==> src/rtl/ysyx_25020037_fwd_scoreboard.sv <==
// Operand-forwarding scoreboard: circular FIFO of in-flight results, youngest-match lookup per read port.
// Lookup is combinational on registered state; alloc/fill/retire become visible the cycle after they occur.
module ysyx_25020037_fwd_scoreboard #(
    parameter int XLEN  = 32,
    parameter int DEPTH = 4,
    parameter int NRP   = 2,
    localparam int AW   = $clog2(DEPTH)
) (
    input  logic                clk,
    input  logic                rst,
    input  logic                alloc_valid,
    output logic                alloc_ready,
    input  logic [4:0]          alloc_rd,
    input  logic [XLEN-1:0]     alloc_data,
    input  logic                alloc_load,
    input  logic                ld_done,
    input  logic [XLEN-1:0]     ld_data,
    input  logic                wb_retire,
    input  logic [NRP*5-1:0]    rs_idx,
    input  logic [NRP*XLEN-1:0] rf_data,
    output logic [NRP*XLEN-1:0] src_data,
    output logic [NRP-1:0]      src_stall,
    output logic                stall,
    output logic [AW:0]         occupancy,
    output logic                proto_err
);

    localparam logic [AW:0] FULL_CNT = (AW+1)'(DEPTH);

    logic [DEPTH-1:0] ent_valid;
    logic [DEPTH-1:0] ent_pend;
    logic [4:0]       ent_rd   [DEPTH];
    logic [XLEN-1:0]  ent_data [DEPTH];

    logic [AW-1:0] head;
    logic [AW-1:0] tail;
    logic [AW:0]   occ;
    logic          perr;

    logic          full;
    logic          retire_ok;
    logic          retire_bad;
    logic          do_alloc;
    logic          fill_hit;
    logic [AW-1:0] fill_idx;

    assign full       = (occ == FULL_CNT);
    assign retire_ok  = wb_retire && ent_valid[head] && !ent_pend[head];
    assign retire_bad = wb_retire && !retire_ok;
    // A rejected retire frees nothing, so a full FIFO must not accept an alloc on it.
    assign alloc_ready = !full || retire_ok;
    assign do_alloc    = alloc_valid && alloc_ready;

    // Oldest valid pending entry, scanning from head.
    always_comb begin
        logic [AW-1:0] idx;
        fill_hit = 1'b0;
        fill_idx = '0;
        idx      = '0;
        for (int k = 0; k < DEPTH; k++) begin
            idx = head + AW'(k);
            if (!fill_hit && ent_valid[idx] && ent_pend[idx]) begin
                fill_hit = 1'b1;
                fill_idx = idx;
            end
        end
    end

    // Walk oldest->youngest so a younger match overrides an older one.
    always_comb begin
        logic [AW-1:0] idx;
        logic [4:0]    rsel;
        src_data  = rf_data;
        src_stall = '0;
        idx       = '0;
        rsel      = '0;
        for (int p = 0; p < NRP; p++) begin
            rsel = rs_idx[p*5 +: 5];
            for (int k = 0; k < DEPTH; k++) begin
                idx = head + AW'(k);
                if (ent_valid[idx] && ent_rd[idx] == rsel && rsel != 5'd0) begin
                    src_data[p*XLEN +: XLEN] = ent_data[idx];
                    src_stall[p]             = ent_pend[idx];
                end
            end
        end
    end

    assign stall     = |src_stall;
    assign occupancy = occ;
    assign proto_err = perr;

    always_ff @(posedge clk) begin
        if (rst) begin
            head      <= '0;
            tail      <= '0;
            occ       <= '0;
            ent_valid <= '0;
            ent_pend  <= '0;
            perr      <= 1'b0;
        end else begin
            if (ld_done) begin
                if (fill_hit) begin
                    ent_pend[fill_idx] <= 1'b0;
                    ent_data[fill_idx] <= ld_data;
                end else begin
                    perr <= 1'b1;
                end
            end
            if (retire_bad) begin
                perr <= 1'b1;
            end
            if (retire_ok) begin
                ent_valid[head] <= 1'b0;
                head            <= head + 1'b1;
            end
            // Alloc last: on full alloc+retire it reuses the slot just freed.
            if (do_alloc) begin
                ent_valid[tail] <= 1'b1;
                ent_pend[tail]  <= alloc_load;
                ent_rd[tail]    <= alloc_rd;
                ent_data[tail]  <= alloc_data;
                tail            <= tail + 1'b1;
            end
            case ({do_alloc, retire_ok})
                2'b10:   occ <= occ + 1'b1;
                2'b01:   occ <= occ - 1'b1;
                default: occ <= occ;
            endcase
        end
    end

endmodule

==> config.mk <==
export PLATFORM = sky130hd
export DESIGN_NAME = ysyx_25020037_fwd_scoreboard
export DESIGN_NICKNAME = d
export VERILOG_FILES = /design/src/rtl/ysyx_25020037_fwd_scoreboard.sv
export SDC_FILE = /design/constraint.sdc
export NUM_CORES = 1
export LEC_CHECK = 0
export CORE_UTILIZATION = 45
export DETAILED_ROUTE_END_ITERATION = 7
export PLACE_DENSITY = 0.77
export SYNTH_ARGS = -nofsm -noshare
export SYNTH_HDL_FRONTEND = slang
export SYNTH_SLANG_ARGS = --single-unit
==> constraint.sdc <==
create_clock -name clk -period 6.69 [get_ports clk]
set_clock_uncertainty 0.1 [all_clocks]
set_input_delay 0.669 -clock clk [delete_from_list [all_inputs] [get_ports clk]]
set_output_delay 0.669 -clock clk [all_outputs]
set_load 0.005 [all_outputs]
==> results of run 1 <==
[sequential cells by signal, summed over array words and instances, names as in the netlist, named ones only]
| signal | cells |
|---|---|
| ent_data | 128 |
| ent_pend | 4 |
| ent_rd | 20 |
| ent_valid | 4 |
| head | 2 |
| occupancy | 3 |
| proto_err | 1 |
| tail | 2 |
[area by class of cell]
cell class	instances	area share
flip-flops and latches	166	0.2839
repair buffers	241	0.1399
well taps	396	0.02923
inverters	19	0.004207
multi-input cells	976	0.5052
clock inverters	14	0.01181
diodes	4	0.0005905
clock buffers	17	0.02510
[cell usage after synthesis, types with 4 or more instances]
cell,count,share of area
a211o_1,4,0.0025
a31oi_1,33,0.015
xnor2_1,26,0.016
buf_4,13,0.0070
a21oi_1,40,0.014
inv_1,16,0.0043
mux2_2,184,0.15
edfxtp_1,148,0.32
nor4_1,4,0.0018
nand3b_1,8,0.0043
o41ai_1,4,0.0025
a311o_1,10,0.0072
and2_1,5,0.0022
and2b_1,6,0.0032
mux2i_1,34,0.024
nor2b_1,27,0.012
a22o_1,9,0.0056
ha_1,8,0.0072
nor2_1,84,0.023
o22ai_1,5,0.0022
o21ai_0,55,0.020
nand4_1,6,0.0027
mux4_2,88,0.14
buf_2,28,0.010
a221o_1,32,0.023
nand2_1,185,0.050
dfxtp_1,18,0.026
xor2_1,13,0.0081
o21ai_1,5,0.0018
buf_6,11,0.0089
mux2_1,9,0.0073
buf_1,4,0.0011
clkbuf_1,52,0.014
nand3_1,8,0.0029
a31o_2,45,0.028
[routing by layer]
| metal | track usage | share of wire | vias to the layer above |
|---|---|---|---|
| li1 | - | - | 5210 |
| met4 | 0.1430 | 0.043 | 2 |
| met5 | 0 | 0.00022 | - |
| met1 | 0.3458 | 0.37 | 5890 |
| met3 | 0.08099 | 0.11 | 164 |
| met2 | 0.4711 | 0.48 | 731 |
[worst paths after layout]
path,from,end,cells past startpoint
min reg2reg,ent_valid[0],ent_valid[0],2
min,ent_valid[0],ent_valid[0],2
max reg2reg,head[0],ent_data[2][17],8
max,head[0],src_data[25],10
[kinds of logic (layout without fill, tap and decap cells)]
group | Yosys count | after routing | synth area share
and+or+nand+nor | 355 | 355 | 0.1145
AOI/OAI and AO/OA | 254 | 254 | 0.1301
buffers and inverters | 131 | 291 | 0.04942
DFF | 166 | 166 | 0.3438
xor gates and xnor gates | 39 | 39 | 0.02444
muxes | 319 | 319 | 0.3291
other | 0 | 4 | 0
adders and majority gates | 9 | 9 | 0.008596
[stage by stage]
step / setup TNS [ps] / instance area [µm²] / std cells
4_1_cts: 0 / 16940 / 1829
2_1_floorplan: -66720 / 13970 / 1273
5_1_grt: 0 / 16940 / 1829
3_5_place_dp: 0 / 16320 / 1798
6_report: 0 / 16950 / 1833
3_3_place_gp: 0 / 16320 / 1798
[power by group through the flow]
stage / sequential (mW) / clock [mW] / combinational (mW)
floorplan: 1.23 / 0 / 0.590
global placement: 1.24 / 0 / 0.885
detailed placement: 1.25 / 0 / 0.900
CTS: 1.23 / 1.06 / 0.908
global route: 1.23 / 1.09 / 0.975
finish: 1.23 / 1.06 / 0.919
[worst min-delay path, cell delays in order, from the launching register on]
cell and delay, ps:
dfxtp_1 340, nand3b_1 90, nand2_1 50
==> results.json, run 1 <==
{
  "finalWirelength_um": 45530,
  "cts_root_buffer": "clkbuf_16",
  "drive_gt1_frac": 0.2777,
  "path_buf_inv": 3,
  "grt_pass1_wl_um": 68630,
  "worst_pin_slew_ps": 1290,
  "cts_sinks": 166,
  "drcViolationCount": 0,
  "setup_ws_ps": 572.4,
  "layout_common_cells": "clkdlybuf4s50_1 (220), nand2_1 (184), mux2_2 (184)",
  "max_freq_mhz": 163.5,
  "regArea_um2": 4812,
  "setup_viol": 0,
  "place_ws_ps": 1183,
  "drt_pass1_iterations": 6,
  "final_common_cell": "clkdlybuf4s50_1",
  "boundaryPins": 221,
  "peakVddDrop_mv": 0.1609,
  "postCtsSetupBuffers": 0,
  "port-buffer-count": 220,
  "core_um2": 30590,
  "die_h_um": 178.2,
  "gr-total-overflow": 0,
  "worstSetupPathType": "flip-flop to output pin",
  "syn_avg_cell_area_um2": 10.98,
  "ys_ff_latch": 166,
  "nFillCells": 2590,
  "ys_types": 69,
  "hold_buffers": 0,
  "slew_violations": 0,
  "syn_nets": 1431,
  "grt_pass1_vias": 12250,
  "critPathMaxStageDelay_ps": 750,
  "grt.total_usage": 0.2873,
  "r2r_slack_ps": 2440,
  "ys_seq_area_frac": 0.3438,
  "cap_violations": 0,
  "start_util": 0.4568,
  "total_power_mw": 3.203,
  "numCtsBuffers": 17,
  "max-clock-path-buffers": 2,
  "cp_cell_sequence": "inv_1 -> ha_4 -> mux4_2 -> a211o_1 -> a21boi_4 -> nand2_2 -> buf_4 -> a311o_1 -> a31oi_1 -> clkdlybuf4s50_1",
  "multi_input_area_um2": 8564,
  "clkTransAtPathRegs_ps": 70,
  "arrival_ps": 5350,
  "synth_edf_count": 148,
  "vias": 12000,
  "cts_resized": 0,
  "clock_latency_ps": 440,
  "antenna_found_initial": 4,
  "dp_hpwl_um": 29030,
  "slowest_stage": "a21boi_4",
  "cp_data_required_time_ps": 5920,
  "p_int_mw": 2.274,
  "syn_area_um2": 13970,
  "power_frac_seq": 0.383,
  "viasPerCell": 6.545,
  "cts_tree": "built",
  "detail-route-antenna-nets": 0,
  "status": "finished, final reports clean",
  "syn_to_final_growth_pct": 21.30,
  "drt_iter0_drc": 1120,
  "yosys_warnings": 0,
  "finalHoldViolations": 0,
  "start_kind": "flip-flop",
  "synth-main-ff-cell": "edfxtp_1",
  "switching_share": 0.2900,
  "rsz0062_at_grt": "no",
  "p_leak_nw": 5.493,
  "num_rows": 64,
  "pwr-share-clk": 0.330,
  "routedWlPerCell_um": 24.84,
  "nNetsFinal": 1579,
  "gp_congestion": 0.9900,
  "grt_max_degree": 130,
  "die_w_um": 178.2,
  "async_flop_share": 0,
  "critical_path.top_delay_family": "compound AO/OA/AOI/OAI gates",
  "crit_fanout": 36,
  "p_switching_mw": 0.9290,
  "fin_crit_sh": 0.9144,
  "netlist_instances": 1273,
  "final_core_util": 0.5542,
  "hold_slack_ps": 429.4,
  "slew_headroom": 0.1402,
  "crit_path_end_kind": "output pin",
  "cts-htree-levels": 4,
  "dieArea_um2": 31760,
  "p_per_area_nw_per_um2": 189.0,
  "hold_class": "flip-flop to flip-flop",
  "period_minus_slack_ps": 6118,
  "combPwrFrac": 0.287
}
Note: power is estimated with default switching activity, not from simulation.
==> inputs of run 2 (changes only) <==
--- a/config.mk
+++ b/config.mk
@@ -6,6 +6,7 @@
 export NUM_CORES = 1
 export LEC_CHECK = 0
 export CORE_UTILIZATION = 45
+export CTS_BUF_LIST = sky130_fd_sc_hd__clkbuf_4 sky130_fd_sc_hd__clkbuf_8
 export DETAILED_ROUTE_END_ITERATION = 7
 export PLACE_DENSITY = 0.77
 export SYNTH_ARGS = -nofsm -noshare
==> results.json, run 2 (synthesis results as in run 1) <==
{
  "status": "finished, final reports clean",
  "gp_congestion": 0.9900,
  "viasPerCell": 6.546,
  "slew_violations": 0,
  "postCtsSetupBuffers": 0,
  "dp_hpwl_um": 29030,
  "reg2reg_depth": 9,
  "p_leak_nw": 5.405,
  "worst_pin_slew_ps": 1333,
  "syn_to_final_growth_pct": 19.93,
  "max-clock-path-buffers": 2,
  "rsz0062_at_grt": "no",
  "drcViolationCount": 0,
  "hold_buffers": 0,
  "layout_common_cells": "clkdlybuf4s50_1 (220), nand2_1 (184), mux2_2 (184)",
  "cap_violations": 0,
  "port-buffer-count": 220,
  "arrival_ps": 5360,
  "grt_pass1_wl_um": 68320,
  "numCtsBuffers": 17,
  "cts_tree": "built",
  "hold_path_end": "ent_valid[0]",
  "reg2reg_from": "head[0]",
  "finalWirelength_um": 44960,
  "die_w_um": 178.2,
  "largestRegisters": "ent_data x128, ent_rd x20",
  "num_rows": 64,
  "setup_tns_ps": 0,
  "grt_pass1_vias": 12160,
  "r2r_slack_ps": 2410,
  "final_common_cell": "clkdlybuf4s50_1",
  "period_minus_slack_ps": 6126,
  "final_core_util": 0.5479,
  "drt_pass1_iterations": 5,
  "core_um2": 30590,
  "cts-htree-levels": 4,
  "dieArea_um2": 31760,
  "detail-route-antenna-nets": 0,
  "die_h_um": 178.2,
  "hold_class": "flip-flop to flip-flop",
  "finalHoldViolations": 0,
  "drt_iter0_drc": 1143,
  "total_power_mw": 2.945,
  "start_util": 0.4568,
  "grt_max_degree": 130,
  "clock_latency_ps": 460,
  "peakVddDrop_mv": 0.1106,
  "start_kind": "flip-flop",
  "cp_data_required_time_ps": 5920,
  "place_ws_ps": 1183,
  "cts_resized": 0,
  "holdPathStages": 2,
  "crit_path_end_kind": "output pin",
  "clkTransAtPathRegs_ps": 90,
  "max_freq_mhz": 163.2,
  "fin_crit_sh": 0.9156,
  "antenna_found_initial": 4,
  "routedWlPerCell_um": 24.53,
  "p_per_area_nw_per_um2": 175.7,
  "place_area_um2": 16320,
  "slew_headroom": 0.1112,
  "top_register": "ent_data",
  "grt.total_usage": 0.2855,
  "crit_fanout": 48,
  "worstSetupPathType": "flip-flop to output pin",
  "largest_reg_flops": 128,
  "gr-total-overflow": 0,
  "vias": 12000,
  "drive_gt1_frac": 0.2777,
  "cts_root_buffer": "clkbuf_8",
  "setup_ws_ps": 564.4,
  "stdcell_area_um2": 16760,
  "boundaryPins": 221,
  "cts_sinks": 166,
  "worstReg2RegEnd": "ent_data[3][30]",
  "holdCritStartpoint": "ent_valid[0]",
  "setup_viol": 0,
  "nNetsFinal": 1579
}
==> run 2: critical path, stage by stage (launching register included) <==
cell	delay, ps
dfxtp_4	370
inv_1	120
ha_4	600
buf_4	550
mux4_1	450
xnor2_1	190
nor4_4	210
buf_4	410
nand2_2	510
buf_4	420
a311o_1	290
a31oi_1	190
clkdlybuf4s50_1	530
==> run 2: per-layer routing <==
| layer | GRT usage | wire (µm) | part of all wire |
|---|---|---|---|
| met5 | 0 | 10 | 0.00022 |
| met1 | 0.3495 | 16840 | 0.37 |
| met2 | 0.4642 | 21490 | 0.48 |
| met3 | 0.07694 | 4888 | 0.11 |
| met4 | 0.1419 | 1736 | 0.039 |
==> run 2: cell type report <==
cell class / instances / area [µm²]
clock buffers: 17 / 234.0
clock inverters: 14 / 200.2
repair buffers: 241 / 2372
diodes: 4 / 10.01
well taps: 396 / 495.5
flip-flops and latches: 166 / 4812
fillers: 2614 / 13830
inverters: 19 / 71.32
multi-input cells: 976 / 8564
==> run 2: per-stage QoR <==
step | std cells | hold WS [ps]
floorplan | 1273 | 376.4
global placement | 1798 | 395.8
detailed placement | 1798 | 418.7
CTS | 1829 | 430.2
global route | 1829 | 465.3
finish | 1833 | 429.1
==> run 2: worst max-delay path by stage <==
stage,startpoint,endpoint,slack [ps],cells after the start
2_1_floorplan,head[0],ent_data[2][0],-650,14
3_3_place_gp,head[0],src_data[22],1310,10
3_5_place_dp,head[0],src_data[25],1180,12
4_1_cts,head[0],src_data[25],640,12
5_1_grt,head[0],src_data[17],390,12
6_report,head[0],src_data[25],560,12
==> run 2: report_power, final <==
part	leakage, nW	internal (mW)	switching (mW)
sequential	1.49	1.19	0.0400
clock	0.204	0.409	0.394
combinational	3.71	0.460	0.457
total	5.41	2.05	0.891
